--- config.mk ---
export PLATFORM = sky130hd
export DESIGN_NAME = snoop_bus_controller
export DESIGN_NICKNAME = d
export VERILOG_FILES = /design/src/rtl/snoop_bus_controller.sv
export SDC_FILE = /design/constraint.sdc
export NUM_CORES = 1
export LEC_CHECK = 0
export ABC_AREA = 1
export CAP_MARGIN = 20
export CORE_ASPECT_RATIO = 1.5
export CORE_UTILIZATION = 50
export CTS_BUF_LIST = sky130_fd_sc_hd__clkbuf_16
export CTS_CLUSTER_DIAMETER = 80
export CTS_CLUSTER_SIZE = 40
export DETAILED_ROUTE_END_ITERATION = 8
export DONT_BUFFER_PORTS = 1
export PLACE_DENSITY = 0.64
export SLEW_MARGIN = 20
export SYNTH_ARGS = -nofsm -noshare
export SYNTH_HDL_FRONTEND = slang
export SYNTH_SLANG_ARGS = --single-unit
--- constraint.sdc ---
create_clock -name clk -period 1.71 [get_ports clk]
set_clock_uncertainty 0.15 [all_clocks]
set_input_delay 0.342 -clock clk [delete_from_list [all_inputs] [get_ports clk]]
set_output_delay 0.342 -clock clk [all_outputs]
set_load 0.02 [all_outputs]
--- src/rtl/snoop_bus_controller.sv ---
// rtl/snoop_bus_controller.sv - MSI snoop bus sequencer, arbiter and main memory
module snoop_bus_controller #(
    parameter int          N_CPU      = 3,
    parameter logic [1:0]  READ_MISS  = 2'd1,
    parameter logic [1:0]  READ_HIT   = 2'd2,
    parameter logic [1:0]  WRITE_BACK = 2'd3,
    parameter logic [15:0] MEM_INIT   = 16'h0000
) (
    input  logic                 clk,
    input  logic                 rst_n,
    input  logic                 instr_valid,
    input  logic [8:0]           instr_in,
    output logic                 instr_ready,
    output logic [1:0]           step,
    output logic [8:0]           instruction,
    input  logic [8*N_CPU-1:0]   cache_bus,
    output logic [7:0]           bus_in,
    output logic                 done,
    output logic [7:0]           rm_count,
    output logic [7:0]           wb_count,
    output logic [7:0]           inv_count,
    input  logic [1:0]           dbg_addr,
    output logic [3:0]           dbg_data
);

    typedef enum logic {IDLE, RUN} state_t;

    localparam logic [7:0] IDLE_WORD = {READ_HIT, 6'h00};

    state_t     state, state_next;
    logic       accept;
    logic [3:0] mem [4];
    logic [7:0] req;
    logic       wb_hit;
    logic [7:0] wb_word, act_word, winner;

    function automatic logic [7:0] sat_inc(input logic [7:0] v);
        return (v == 8'hFF) ? v : v + 8'd1;
    endfunction

    always_ff @(posedge clk or negedge rst_n) begin
        if (!rst_n) state <= IDLE;
        else        state <= state_next;
    end

    always_comb begin
        state_next = state;
        case (state)
            IDLE: if (accept) state_next = RUN;
            RUN:  if (step == 2'd3 && !accept) state_next = IDLE;
            default: state_next = IDLE;
        endcase
    end

    always_comb begin
        instr_ready = (state == IDLE) || (state == RUN && step == 2'd3);
    end

    assign accept   = instr_valid && instr_ready;
    assign dbg_data = mem[dbg_addr];

    // Descending scan so the lowest-index match is the one left standing.
    always_comb begin
        wb_hit   = 1'b0;
        wb_word  = IDLE_WORD;
        act_word = IDLE_WORD;
        for (int i = N_CPU - 1; i >= 0; i--) begin
            if (cache_bus[8*i+6 +: 2] == WRITE_BACK) begin
                wb_hit  = 1'b1;
                wb_word = cache_bus[8*i +: 8];
            end
            if (cache_bus[8*i+6 +: 2] != READ_HIT) act_word = cache_bus[8*i +: 8];
        end
        winner = wb_hit ? wb_word : act_word;
    end

    always_ff @(posedge clk or negedge rst_n) begin
        if (!rst_n) begin
            step        <= 2'd3;
            instruction <= 9'h0C0;
            bus_in      <= IDLE_WORD;
            req         <= IDLE_WORD;
            done        <= 1'b0;
            rm_count    <= 8'd0;
            wb_count    <= 8'd0;
            inv_count   <= 8'd0;
            for (int a = 0; a < 4; a++) mem[a] <= MEM_INIT[4*a +: 4];
        end else begin
            done <= 1'b0;
            if (accept) begin
                instruction <= instr_in;
                step        <= 2'd0;
            end else if (state == RUN && step != 2'd3) begin
                step <= step + 2'd1;
            end
            if (state == RUN) begin
                case (step)
                    2'd0: begin
                        if (wb_hit) begin
                            mem[wb_word[5:4]] <= wb_word[3:0];
                            wb_count          <= sat_inc(wb_count);
                        end
                        bus_in <= IDLE_WORD;
                    end
                    2'd1: begin
                        req    <= winner;
                        bus_in <= winner;
                        if (winner[7:6] == READ_MISS) rm_count  <= sat_inc(rm_count);
                        if (winner[7:6] == 2'd0)      inv_count <= sat_inc(inv_count);
                    end
                    2'd2: begin
                        if (wb_hit) begin
                            mem[wb_word[5:4]] <= wb_word[3:0];
                            wb_count          <= sat_inc(wb_count);
                        end
                        // An owner's write-back this phase supersedes stale memory.
                        if (req[7:6] == READ_MISS)
                            bus_in <= {READ_MISS, req[5:4], wb_hit ? wb_word[3:0] : mem[req[5:4]]};
                        else
                            bus_in <= IDLE_WORD;
                    end
                    default: begin
                        bus_in <= IDLE_WORD;
                        done   <= 1'b1;
                    end
                endcase
            end
        end
    end

endmodule

Word level (Yosys, flattened, before mapping)
Index checks and enable logic that the tools add are counted.
Storage, ports and cells
  register bits after elaboration: 69
  input bits: 38
  output and inout bits: 49
  logic and storage cells: 89
Operators by class
  $add $sub $neg: 4
  order comparisons: 4
  equal/unequal tests: 15
  mux-type cells: 29
  bitwise gates (word level): 7
  reduce and logical (&&, ||, !) cells: 17
Operator list (number)
  two-way mux 8 bit: 8
  adder 8 x 1 -> 8 bit (second input constant): 3
  equality test 8 bit (second input constant): 3
  two-way mux 4 bit: 6
  binary-select mux 4 bit (select 2 bit): 2
  bitwise mux 16 bit: 1
  case mux 8 bit (2 select lines): 1
  AND reduction 4 bit: 3
  equality test 2 bit (second input constant): 5
  greater-or-equal comparator 3 bit (second input constant): 3
  inverter 2 -> 3 bit: 3
  demux 4 bit (select 2 bit): 1
  != test 2 bit (second input constant): 4
  two-way mux 1 bit: 7
  equality test 2 x 1 -> 1 bit (second input constant): 3
  logical AND 1 bit: 5
  logical NOT 2 bit: 2
  two-way mux 2 bit: 2
  inverter 1 bit: 4
  less-than comparator 3 x 1 -> 1 bit (second input constant): 1
  AND reduction 3 bit: 1
  OR reduction 3 bit: 1
  adder 2 x 1 -> 2 bit (second input constant): 1
  case mux 1 bit (2 select lines): 1
  other kinds (5): 5

Longest topological paths before layout
Gate-level depths: netlist of the first run.
  word-level depth: 10
  mapped depth: 11
  mapped depth without buffers: 11

Worst setup path after synthesis of the first run
OpenSTA, ideal clock, no wires.
  path type: register to register
  start point: register step[0]
  end point: register inv_count[5]
  setup time: 0.118 ns
  arrival: 1.656 ns
  data required time: 1.442 ns
  setup slack: -0.213 ns
  stages on the path, launching flop included: 8
  path buffers: 1
  clock period less this slack: 1.923 ns
  path through: dfstp_2 > ha_1 > clkbuf_1 > nand2_1 > nor2_4 > nand2_4 > nand2_1 > nand2_1
Between the ends
  cells in the longest elaborated chain, start to end: 2
Ends and longest elaborated chain
  from (decl): line 14  | output logic [1:0] step,
  from (signal assigned): line 94  | step <= step + 2'd1;
  equality test 2 x 1 -> 1 bit: line 97  | case (step)
  AND reduction 4 bit (no source line)
  to (signal assigned): line 109  | if (winner[7:6] == 2'd0) inv_count <= sat_inc(inv_count);
  to (decl): line 21  | output logic [7:0] inv_count,
Every way passes these cells.
A chain may end at the register's enable or synchronous reset.

Final worst setup path of the first run
  start point: register step[1]
  end point: output instr_ready
Between the ends
  cells in the longest elaborated chain, start to end: 3
Ends and longest elaborated chain
  equality test 2 bit: line 56  | instr_ready = (state == IDLE) || (state == RUN && step == 2'd3);
  logical AND 1 bit: line 56
  logical OR 1 bit: line 56
  to (decl): line 13  | output logic instr_ready,
Every way passes these cells.

==> results by group, run 1 <==
GRT
  – GR Util met1: 0.299
  – GR peak layer: met2
  – Number of global-route vias before repair: 3,500
  – Largest net degree at the start of global routing: 66
  – Routing usage on met3: 0.0559
  – Met2 layer usage reported by global route: 0.515
  – Overflow after GRT: 0
  – Initial antenna violation count: 0
  – Global-route wire length before repair: 16.7 mm
  – All-Layer GR Usage: 0.275

Setup path
  – CP Class: flip-flop to output pin
  – Flop-to-flop setup slack: -0.12 ns
  – Critical Path Start: step[1]$_DFFE_PN1P_
  – CP Launch Type: flip-flop
  – Element type at the critical path end: output pin
  – Reg-to-reg startpoint: step[1]$_DFFE_PN1P_
  – R2r worst-path depth: 11
  – Reg-to-reg endpoint: wb_count[5]$_DFFE_PN0P_
  – WP data required: 1.22 ns
  – WP data arrival: 1.37 ns
  – Crit-path max FO: 3

Logic synthesis
  – Distinct cell type count after synthesis: 32
  – Net count after synthesis: 539
  – Number of synthesized flops with an enable pin: 0
  – Largest cells by area after synthesis: dfrtp_1, nand2_1, inv_1
  – Post-synth top cells: nand2_1, dfrtp_1, inv_1
  – Synth Flop Type: dfrtp_1
  – Top cell type's share of synthesized area: 0.383
  – Mean Syn Cell Area: 7.82 sq um
  – FF+latch count, synth: 65
  – Synth warn: 0
  – Area leader, netlist: dfrtp_1
  – FFs w/ async S/R, synth: 1.00
  – Most used standard cell by instance count after synthesis: nand2_1
  – Syn Inst Count: 493
  – Post-Synthesis Cell Area: 0.00386 sq mm
  – Sequential fraction of the synthesis area: 0.424

Drt
  – Vias/cell: 5.27
  – Mean routed wirelength per cell: 15.7 microns
  – Drt pass-1 iters: 4
  – ANT nets after route: 0
  – Routed vias: 3,602
  – Final WL: 10.7 mm
  – DR iter-0 viols: 212
  – Post-route DRC: 0

Clocking
  – CTS tree: yes
  – Clk_lat worst skew: 0.33 ns
  – H-tree levels: 3
  – TritonCTS Buffers: 9
  – Sink Count: 65
  – CTS root buffer: clkbuf_16
  – Clock Pin Slew Worst Setup and Hold Paths: 0.06 ns
  – Clock Path Buffers: 2

Power and ir drop
  – Pwr/cell area: 1610 mW/mm^2
  – Pwr Total: 0.00833 W
  – Max VDD drop: 996 uV
  – Leak pwr: 2.57 nW

Placed design
  – DP Cell Count: 644
  – IO buf count: 0
  – HPWL Detailed: 7.31 mm
  – Gpl congestion: 0.909

STA
  – Max Freq: 536 MHz
  – PnR worst setup slack: -0.156 ns
  – Setup violators final: 29
  – Tmin final: 1.87 ns
  – Worst-Margin Slew: 0.366 ns
  – Hold Vio Cnt, Final: 65
  – Slew HR: 0.756
  – Total negative slack: -1.37 ns
  – RSZ-0062 raised after global routing: yes
  – Share of the clock period used by the worst path: 1.09
  – Slew Viols, Final: 0
  – Worst hold slack: -0.446 ns

Cells and area
  – Nets: 625
  – Area growth syn-to-layout: 34.3%
  – Layout fillers: 592
  – Cell Count, Final, Fillers Out: 684
  – N_diodes: 0
  – Final design utilization: 0.703
  – Share of layout cells above drive strength 1: 0.336

Floorplanning
  – Initial Utilization: 0.523
  – Die Span X: 73.7 microns
  – Die Height: 110 microns
  – Boundary Pins: 87
  – Rows: 38
  – CORE AREA: 0.00737 sq mm
  – Die Area: 0.00808 sq mm

Hold path
  – Hold Crit Class: input port to async pin

Run
  – Max Cap Viol: 0

Run status
  – Failing checks: hold timing, setup timing
  – Outcome: finished, violations left
registers in the layout, indices dropped and copies added (netlist names):
signal	cells
bus_in	8
done	1
instruction	9
inv_count	8
mem	16
req	4
rm_count	8
state	1
step	2
wb_count	8
worst max-delay path, cell delays in order (launching register included):
cell and delay, ns:
dfstp_2 0.56, buf_6 0.14, ha_4 0.13, nor2_2 0.04, inv_2 0.06, buf_6 0.11
area by class of cell:
type                       count  area (sq um)  share of cell area
sequential                    65          1640               0.316
timing repair buffer          80           674               0.130
tap                          100           125              0.0242
multi-input combinational    359          2200               0.424
inverter                      64           265              0.0512
clock inverter                 7          53.8              0.0104
clock buffer                   9           225              0.0435
how the worst max path moves through the flow:
stage	slack, ns	cells past startpoint	end
2_1_floorplan	-0.09	9	wb_count[2]$_DFFE_PN0P_
3_3_place_gp	-0.04	9	wb_count[4]$_DFFE_PN0P_
3_5_place_dp	-0.1	9	wb_count[2]$_DFFE_PN0P_
4_1_cts	-0.14	5	instr_ready
5_1_grt	-0.21	5	instr_ready
6_report	-0.16	5	instr_ready
timing repair:
item                       CTS  global route
setup endpoints to repair   43            63
hold buffers                 1             3
cloned                       0             1
buffers inserted            13             6
hold endpoints to repair    66            68
gates resized for setup     23            61
pin swaps                    7            28
where the power goes:
group | internal, W | switching [W] | leakage [nW]
registers | 0.00217 | 0.000711 | 0.821
logic | 0.00163 | 0.00209 | 1.62
clock network | 0.000990 | 0.000737 | 0.128
total | 0.00479 | 0.00354 | 2.57
cell families (layout without fill, tap and decap cells):
| kind of cell | count (synthesis) | count (layout) | synth area share |
|---|---|---|---|
| mux | 9 | 9 | 0.0263 |
| simple gates | 244 | 245 | 0.305 |
| buf+inv | 70 | 160 | 0.0727 |
| flops | 65 | 65 | 0.424 |
| xor+xnor | 18 | 18 | 0.0409 |
| compound gates | 79 | 79 | 0.106 |
| fa+ha+maj | 8 | 8 | 0.0259 |
stage by stage:
step	hold slack (ns)	setup slack [ns]	cell area [sq um]
final	-0.446	-0.156	5180
after global placement	-0.102	-0.0417	4420
after detailed placement	-0.102	-0.0973	4420
after CTS	-0.451	-0.136	4900
after floorplan	-0.104	-0.0878	3890
after global routing	-0.460	-0.208	5180
placed cells by master (no fill, tap or decap), types with 3 or more instances in the layout:
cell type	n
mux2_2	9
clkbuf_16	9
xor2_1	15
nand2_4	10
inv_4	4
o21ai_2	6
o21ai_0	21
nand3_1	27
xnor2_1	3
a21oi_2	5
dlygate4sd3_1	4
o21ai_1	23
nand4_1	7
nand3_2	9
a21oi_1	22
dfstp_2	6
nand2_1	141
dfrtp_1	56
nor2_1	18
nor3_4	3
inv_2	12
nor2_4	8
dfrtp_2	3
ha_4	5
inv_1	45
ha_1	3
buf_4	62
clkinvlp_4	5
nand2_2	9
nor2_2	5
buf_6	11
layer usage:
metal	vias to the layer above	wire, microns
li1	1760	-
met1	1716	3860
met4	0	241
met5	-	0
met3	20	511
met2	106	6090
Power figures use the tool's default switching activity.
==> run 2: changes to the inputs <==
Settings changed: ABC_CLOCK_PERIOD_IN_PS set to 1710, CORE_UTILIZATION 50 to 25, PLACE_DENSITY 0.64 to 0.36.
==> results by group, run 2 (synthesized netlist as in run 1, its figures left out) <==
Floorplanning
  – Die Area: 0.0159 sq mm (+97%)
  – CORE AREA: 0.0151 sq mm (+100%)
  – Initial Utilization: 0.256 (-0.267)
  – Boundary Pins: 87 (unchanged)
  – Rows: 55 (+45%)
  – Die Height: 154 microns (+41%)
  – Die Span X: 103 microns (+40%)

Cells and area
  – Share of layout cells above drive strength 1: 0.328 (-0.00744)
  – Most frequent cells in the layout: nand2_1, dfrtp_1, buf_4
  – Nets: 623 (-0.32%)
  – N_diodes: 0 (unchanged)
  – Largest regs: mem: 16 flops, instruction: 9 flops
  – Multi-input gate area: 0.00217 sq mm (-1.4%)
  – Final design utilization: 0.355 (-0.348)
  – Max FFs per register: 16 (unchanged)
  – Reg area: 0.00164 sq mm (about the same)
  – Commonest non-fill, non-tap cell in the layout: nand2_1
  – Area growth syn-to-layout: 38.7%
  – Biggest register: mem
  – Layout fillers: 1,590 (+170%)

GRT
  – Global-route wire length before repair: 18.3 mm (+9.5%)
  – GR Util met1: 0.159 (-0.140)
  – Met2 layer usage reported by global route: 0.291 (-0.224)
  – Routing usage on met3: 0.0300 (-0.0259)
  – Overflow after GRT: 0 (unchanged)
  – Number of global-route vias before repair: 3,632 (+3.8%)
  – All-Layer GR Usage: 0.155 (-0.120)
  – Largest net degree at the start of global routing: 66 (unchanged)
  – Initial antenna violation count: 0 (unchanged)
  – GR peak layer: met2

STA
  – Worst hold slack: -0.451 ns (-0.00490 ns)
  – Tmin final: 1.87 ns (+0.00313 ns)
  – Total negative slack: -1.96 ns (-0.589 ns)
  – Hold Vio Cnt, Final: 65 (unchanged)
  – Worst-Margin Slew: 0.454 ns (+0.0888 ns)
  – PnR worst setup slack: -0.159 ns (-0.00313 ns)
  – Slew HR: 0.697 (-0.0589)
  – Setup violators final: 24 (-17%)
  – Max Freq: 535 MHz (-0.17%)
  – Share of the clock period used by the worst path: 1.09 (+0.00183)
  – RSZ-0062 raised after global routing: yes
  – Slew Viols, Final: 0 (unchanged)

Setup path
  – Reg-to-reg endpoint: mem[14]$_DFFE_PN0P_
  – R2r worst-path depth: 10 (-1)
  – Flop-to-flop setup slack: -0.12 ns (about the same)
  – Crit-path max FO: 3 (unchanged)
  – WP data arrival: 1.38 ns (about the same)
  – Crit path buf inv count: 3 (unchanged)
  – WP data required: 1.22 ns (about the same)
  – CP Class: flip-flop to output pin
  – CP Launch Type: flip-flop
  – Cell breakdown of the critical path: buf_6 -> ha_4 -> nor2_2 -> inv_2 -> buf_6
  – Reg-to-reg startpoint: step[1]$_DFFE_PN1P_
  – Element type at the critical path end: output pin
  – CP max stage cell: dfstp_2
  – Max incr delay on CP: 0.55 ns (about the same)
  – Crit-path most repeated cell: buf_6
  – Crit path max-delay family: flip-flops

Placed design
  – Setup slack after placement: -0.0886 ns (+0.00871 ns)
  – Gpl congestion: 0.798 (-12%)
  – IO buf count: 0 (unchanged)
  – HPWL Detailed: 8.65 mm (+18%)

Clocking
  – Clk_lat worst skew: 0.34 ns (about the same)
  – H-tree levels: 3 (unchanged)
  – Clock Path Buffers: 2 (unchanged)
  – CTS tree: yes
  – Sink Count: 65 (unchanged)
  – CTS root buffer: clkbuf_16
  – Clock Pin Slew Worst Setup and Hold Paths: 0.06 ns (about the same)
  – TritonCTS Buffers: 9 (unchanged)
  – Hold Buf Count CTS: 10 (+9)

Run status
  – Failing checks: hold timing, setup timing
  – Outcome: finished, violations left

Drt
  – Vias/cell: 4.50 (-15%)
  – Post-route DRC: 0 (unchanged)
  – Drt pass-1 iters: 4 (unchanged)
  – Mean routed wirelength per cell: 15.0 microns (-4.4%)
  – ANT nets after route: 0 (unchanged)
  – DR iter-0 viols: 129 (-39%)
  – Routed vias: 3,516 (-2.4%)
  – Final WL: 11.7 mm (+9.2%)

Power and ir drop
  – Pwr/cell area: 1630 mW/mm^2 (+1.1%)
  – Leak pwr: 2.64 nW (+2.6%)
  – Max VDD drop: 461 uV (-54%)

Hold path
  – Hold Crit Class: input port to async pin

Run
  – Max Cap Viol: 0 (unchanged)
==> run 2: cell count changes in the layout (fill, tap and decap cells not counted), sizes merged <==
cell         delta
bufinv          +3
clkinv          +2
clkinvlp        -5
buf             -7
dlygate4sd3     +6
clkbuf          -1
==> run 2: worst max-delay path by stage <==
stage	start	slack (ns)	endpoint	cells after the start
floorplan	step[0]$_DFFE_PN1P_	-0.09	wb_count[2]$_DFFE_PN0P_	9
global placement	step[1]$_DFFE_PN1P_	-0.06	wb_count[4]$_DFFE_PN0P_	9
detailed placement	step[1]$_DFFE_PN1P_	-0.09	wb_count[2]$_DFFE_PN0P_	9
CTS	step[1]$_DFFE_PN1P_	-0.17	instr_ready	5
global route	step[1]$_DFFE_PN1P_	-0.22	mem[11]$_DFFE_PN0P_	10
finish	step[1]$_DFFE_PN1P_	-0.16	instr_ready	5
==> run 2: layout make-up <==
| cell class | instances | share of cell area |
|---|---|---|
| clock inverters | 7 | 0.0239 |
| flip-flops and latches | 65 | 0.306 |
| well taps | 199 | 0.0465 |
| inverters | 64 | 0.0496 |
| multi-input cells | 359 | 0.405 |
| repair buffers | 78 | 0.127 |
| clock buffers | 9 | 0.0421 |
==> run 2: through the flow <==
| stage | std cells | cell area [sq um] | total power, W | hold WS, ns |
|---|---|---|---|---|
| after floorplan | 493 | 3890 | 0.00470 | -0.104 |
| after global placement | 745 | 4580 | 0.00590 | -0.102 |
| after detailed placement | 745 | 4580 | 0.00592 | -0.102 |
| after CTS | 777 | 5150 | 0.00847 | -0.466 |
| after global routing | 781 | 5350 | 0.00929 | -0.467 |
| final | 781 | 5350 | 0.00870 | -0.451 |
==> run 2: worst reg2reg max path: stages (launching register included) <==
cell	delay [ns]
dfstp_2	0.55
buf_6	0.11
ha_4	0.14
nor2_4	0.04
nor2_4	0.09
nand2_4	0.09
buf_6	0.13
nor3_4	0.20
buf_12	0.17
nand2_2	0.06
o21ai_2	0.05
==> run 2: timing repair <==
item	4_1_cts	5_1_grt
setup buffers	5	4
pin swaps	12	14
resized for setup	30	51
gates cloned	1	0
endpoints found under the setup margin	40	62
hold endpoints to repair	75	65
==> run 2: metal layers <==
| metal | routed length (microns) | vias to the layer above | share of wire |
|---|---|---|---|
| li1 | - | 1753 | - |
| met1 | 4330 | 1669 | 0.37 |
| met2 | 6550 | 70 | 0.56 |
| met3 | 474 | 24 | 0.041 |
| met4 | 334 | 0 | 0.029 |
| met5 | 0 | - | 0 |
==> run 2: power by group <==
group	switching, W	total [W]	internal [W]
Sequential	0.000647	0.00281	0.00216
Clock	0.000775	0.00222	0.00144
Combinational	0.00210	0.00367	0.00157
Total	0.00352	0.00870	0.00518
==> run 3: changes to the inputs <==
Settings changed: ABC_CLOCK_PERIOD_IN_PS 1710 to 2000, PLACE_DENSITY 0.36 to 0.34.
Clock period 1.71 ns to 2 ns, I/O delays scaled along.
==> results by group, run 3 (synthesized netlist as in run 1, its figures left out) <==
Run status
  – Outcome: finished, violations left
  – Failing checks: hold timing

Clocking
  – Clock Pin Slew Worst Setup and Hold Paths: 0.06 ns (about the same)
  – Sink Count: 65 (unchanged)
  – Clk_lat worst skew: 0.33 ns (about the same)
  – TritonCTS Buffers: 9 (unchanged)
  – CTS root buffer: clkbuf_16
  – Clock Path Buffers: 2 (unchanged)
  – H-tree levels: 3 (unchanged)
  – CTS tree: yes

Cells and area
  – Layout fillers: 1,617 (+1.7%)
  – Max FFs per register: 16 (unchanged)
  – N_diodes: 0 (unchanged)
  – Share of layout cells above drive strength 1: 0.185 (-0.143)
  – Commonest non-fill, non-tap cell in the layout: nand2_1
  – Largest regs: mem: 16 flops, instruction: 9 flops
  – Nets: 581 (-6.7%)
  – Area growth syn-to-layout: 20.6%
  – Biggest register: mem
  – Most frequent cells in the layout: nand2_1, dfrtp_1, inv_1
  – Post-route cell area: 0.00465 sq mm (-13%)

Setup path
  – Crit path buf inv count: 3 (unchanged)
  – Cell breakdown of the critical path: buf_6 -> ha_4 -> nor2_2 -> inv_2 -> buf_6
  – CP Launch Type: flip-flop
  – WP data arrival: 1.38 ns (about the same)
  – Critical Path Start: step[1]$_DFFE_PN1P_
  – Crit path max-delay family: flip-flops
  – Crit-path most repeated cell: buf_6
  – Element type at the critical path end: output pin
  – CP max stage cell: dfstp_2
  – Max incr delay on CP: 0.55 ns (about the same)
  – Crit-path max FO: 3 (unchanged)
  – WP data required: 1.45 ns (+0.23 ns)
  – Flop-to-flop setup slack: 0.18 ns (+0.30 ns)
  – CP Class: flip-flop to output pin
  – Reg-to-reg startpoint: inv_count[0]$_DFFE_PN0P_

Placed design
  – HPWL Detailed: 8.59 mm (-0.72%)
  – Placed cell area: 0.00435 sq mm (-5.1%)
  – Gpl congestion: 0.792 (-0.79%)
  – IO buf count: 0 (unchanged)

Drt
  – ANT nets after route: 0 (unchanged)
  – Mean routed wirelength per cell: 15.3 microns (+2.0%)
  – DR iter-0 viols: 106 (-18%)
  – Routed vias: 3,305 (-6.0%)
  – Final WL: 11.3 mm (-3.5%)
  – Post-route DRC: 0 (unchanged)
  – Drt pass-1 iters: 4 (unchanged)
  – Vias/cell: 4.47 (-0.66%)

Hold path
  – Hold Crit Class: input port to async pin

Floorplanning
  – CORE AREA: 0.0151 sq mm (unchanged)
  – Boundary Pins: 87 (unchanged)
  – Initial Utilization: 0.256 (unchanged)
  – Rows: 55 (unchanged)
  – Die Span X: 103 microns (unchanged)
  – Die Height: 154 microns (unchanged)
  – Die Area: 0.0159 sq mm (unchanged)

STA
  – Slew HR: 0.752 (+0.0548)
  – Total negative slack: 0 ns (+1.96 ns)
  – Max Freq: 518 MHz
  – Setup violators final: 0 (-100%)
  – Hold Vio Cnt, Final: 65 (unchanged)
  – Share of the clock period used by the worst path: 0.966
  – Slew Viols, Final: 0 (unchanged)
  – Tmin final: 1.93 ns
  – Worst-Margin Slew: 0.372 ns (-0.0826 ns)
  – RSZ-0062 raised after global routing: no
  – Worst hold slack: -0.394 ns (+0.0571 ns)

Power and ir drop
  – Pwr Total: 0.00629 W (-28%)
  – Pwr/cell area: 1350 mW/mm^2 (-17%)
  – Leak pwr: 2.32 nW (-12%)
  – Max VDD drop: 391 uV (-15%)

GRT
  – Global-route wire length before repair: 17.7 mm (-2.9%)
  – Number of global-route vias before repair: 3,388 (-6.7%)
  – Overflow after GRT: 0 (unchanged)
  – Largest net degree at the start of global routing: 66 (unchanged)
  – All-Layer GR Usage: 0.149 (-0.00558)
  – Initial antenna violation count: 0 (unchanged)

Run
  – Max Cap Viol: 0 (unchanged)
-- run 3: cell count changes in the layout (fill, tap and decap cells not counted), moves of 10 or more --
cell / delta
o21ai_0: +11
dlygate4sd3_1: -10
inv_1: +10
buf_4: -24
nand2_2: -11
nand2_1: +15
o21ai_2: -11
-- run 3: final timing paths --
path                                         endpoint  depth (start not counted)
setup / recovery                          instr_ready                          5
hold / removal               inv_count[2]$_DFFE_PN0P_                          0
setup reg to reg             inv_count[4]$_DFFE_PN0P_                          9
hold reg to reg                    req[7]$_DFFE_PN1P_                          2
max in group asynchronous  instruction[7]$_DFFE_PN1P_                          0
min in group clk                      state$_DFF_PN0_                          2
-- run 3: layer usage --
metal | vias to the layer above | GRT usage | wire length (microns)
met5 | - | 0 | 0
met4 | 0 | 0.0644 | 314
met3 | 24 | 0.0432 | 476
met2 | 67 | 0.270 | 6170
met1 | 1548 | 0.155 | 4320
li1 | 1666 | - | -
-- run 3: timing repair --
| action | CTS | global route |
|---|---|---|
| pin swaps | 0 | 1 |
| buffers inserted | 1 | 1 |
| endpoints found under the hold margin | 65 | 65 |
| gates resized for setup | 5 | 5 |
| setup endpoints to repair | 1 | 3 |
-- run 3: area by class of cell --
cell class              instances  area (sq um)  share of cell area
well taps                     199           249              0.0535
repair buffers                 37           305              0.0656
multi-input cells             358          1960               0.421
clock buffers                   9           225              0.0484
inverters                      64           250              0.0538
clock inverters                 7          30.0             0.00646
flip-flops and latches         65          1630               0.351
-- run 3: through the flow --
stage,setup WS (ns),cells,util,hold WS (ns)
floorplan,0.0767,493,-,-0.0456
global placement,0.174,721,0.289,-0.0440
global route,0.0106,739,0.309,-0.415
finish,0.0681,739,0.309,-0.394
CTS,0.0141,738,0.308,-0.407
detailed placement,0.161,721,0.289,-0.0439
-- run 3: power by group --
group,leakage (nW),internal [W],total (W),switching (W)
Combinational,1.37,0.000972,0.00247,0.00149
Clock,0.128,0.000811,0.00138,0.000572
Sequential,0.825,0.00185,0.00244,0.000595
Total,2.32,0.00363,0.00629,0.00266
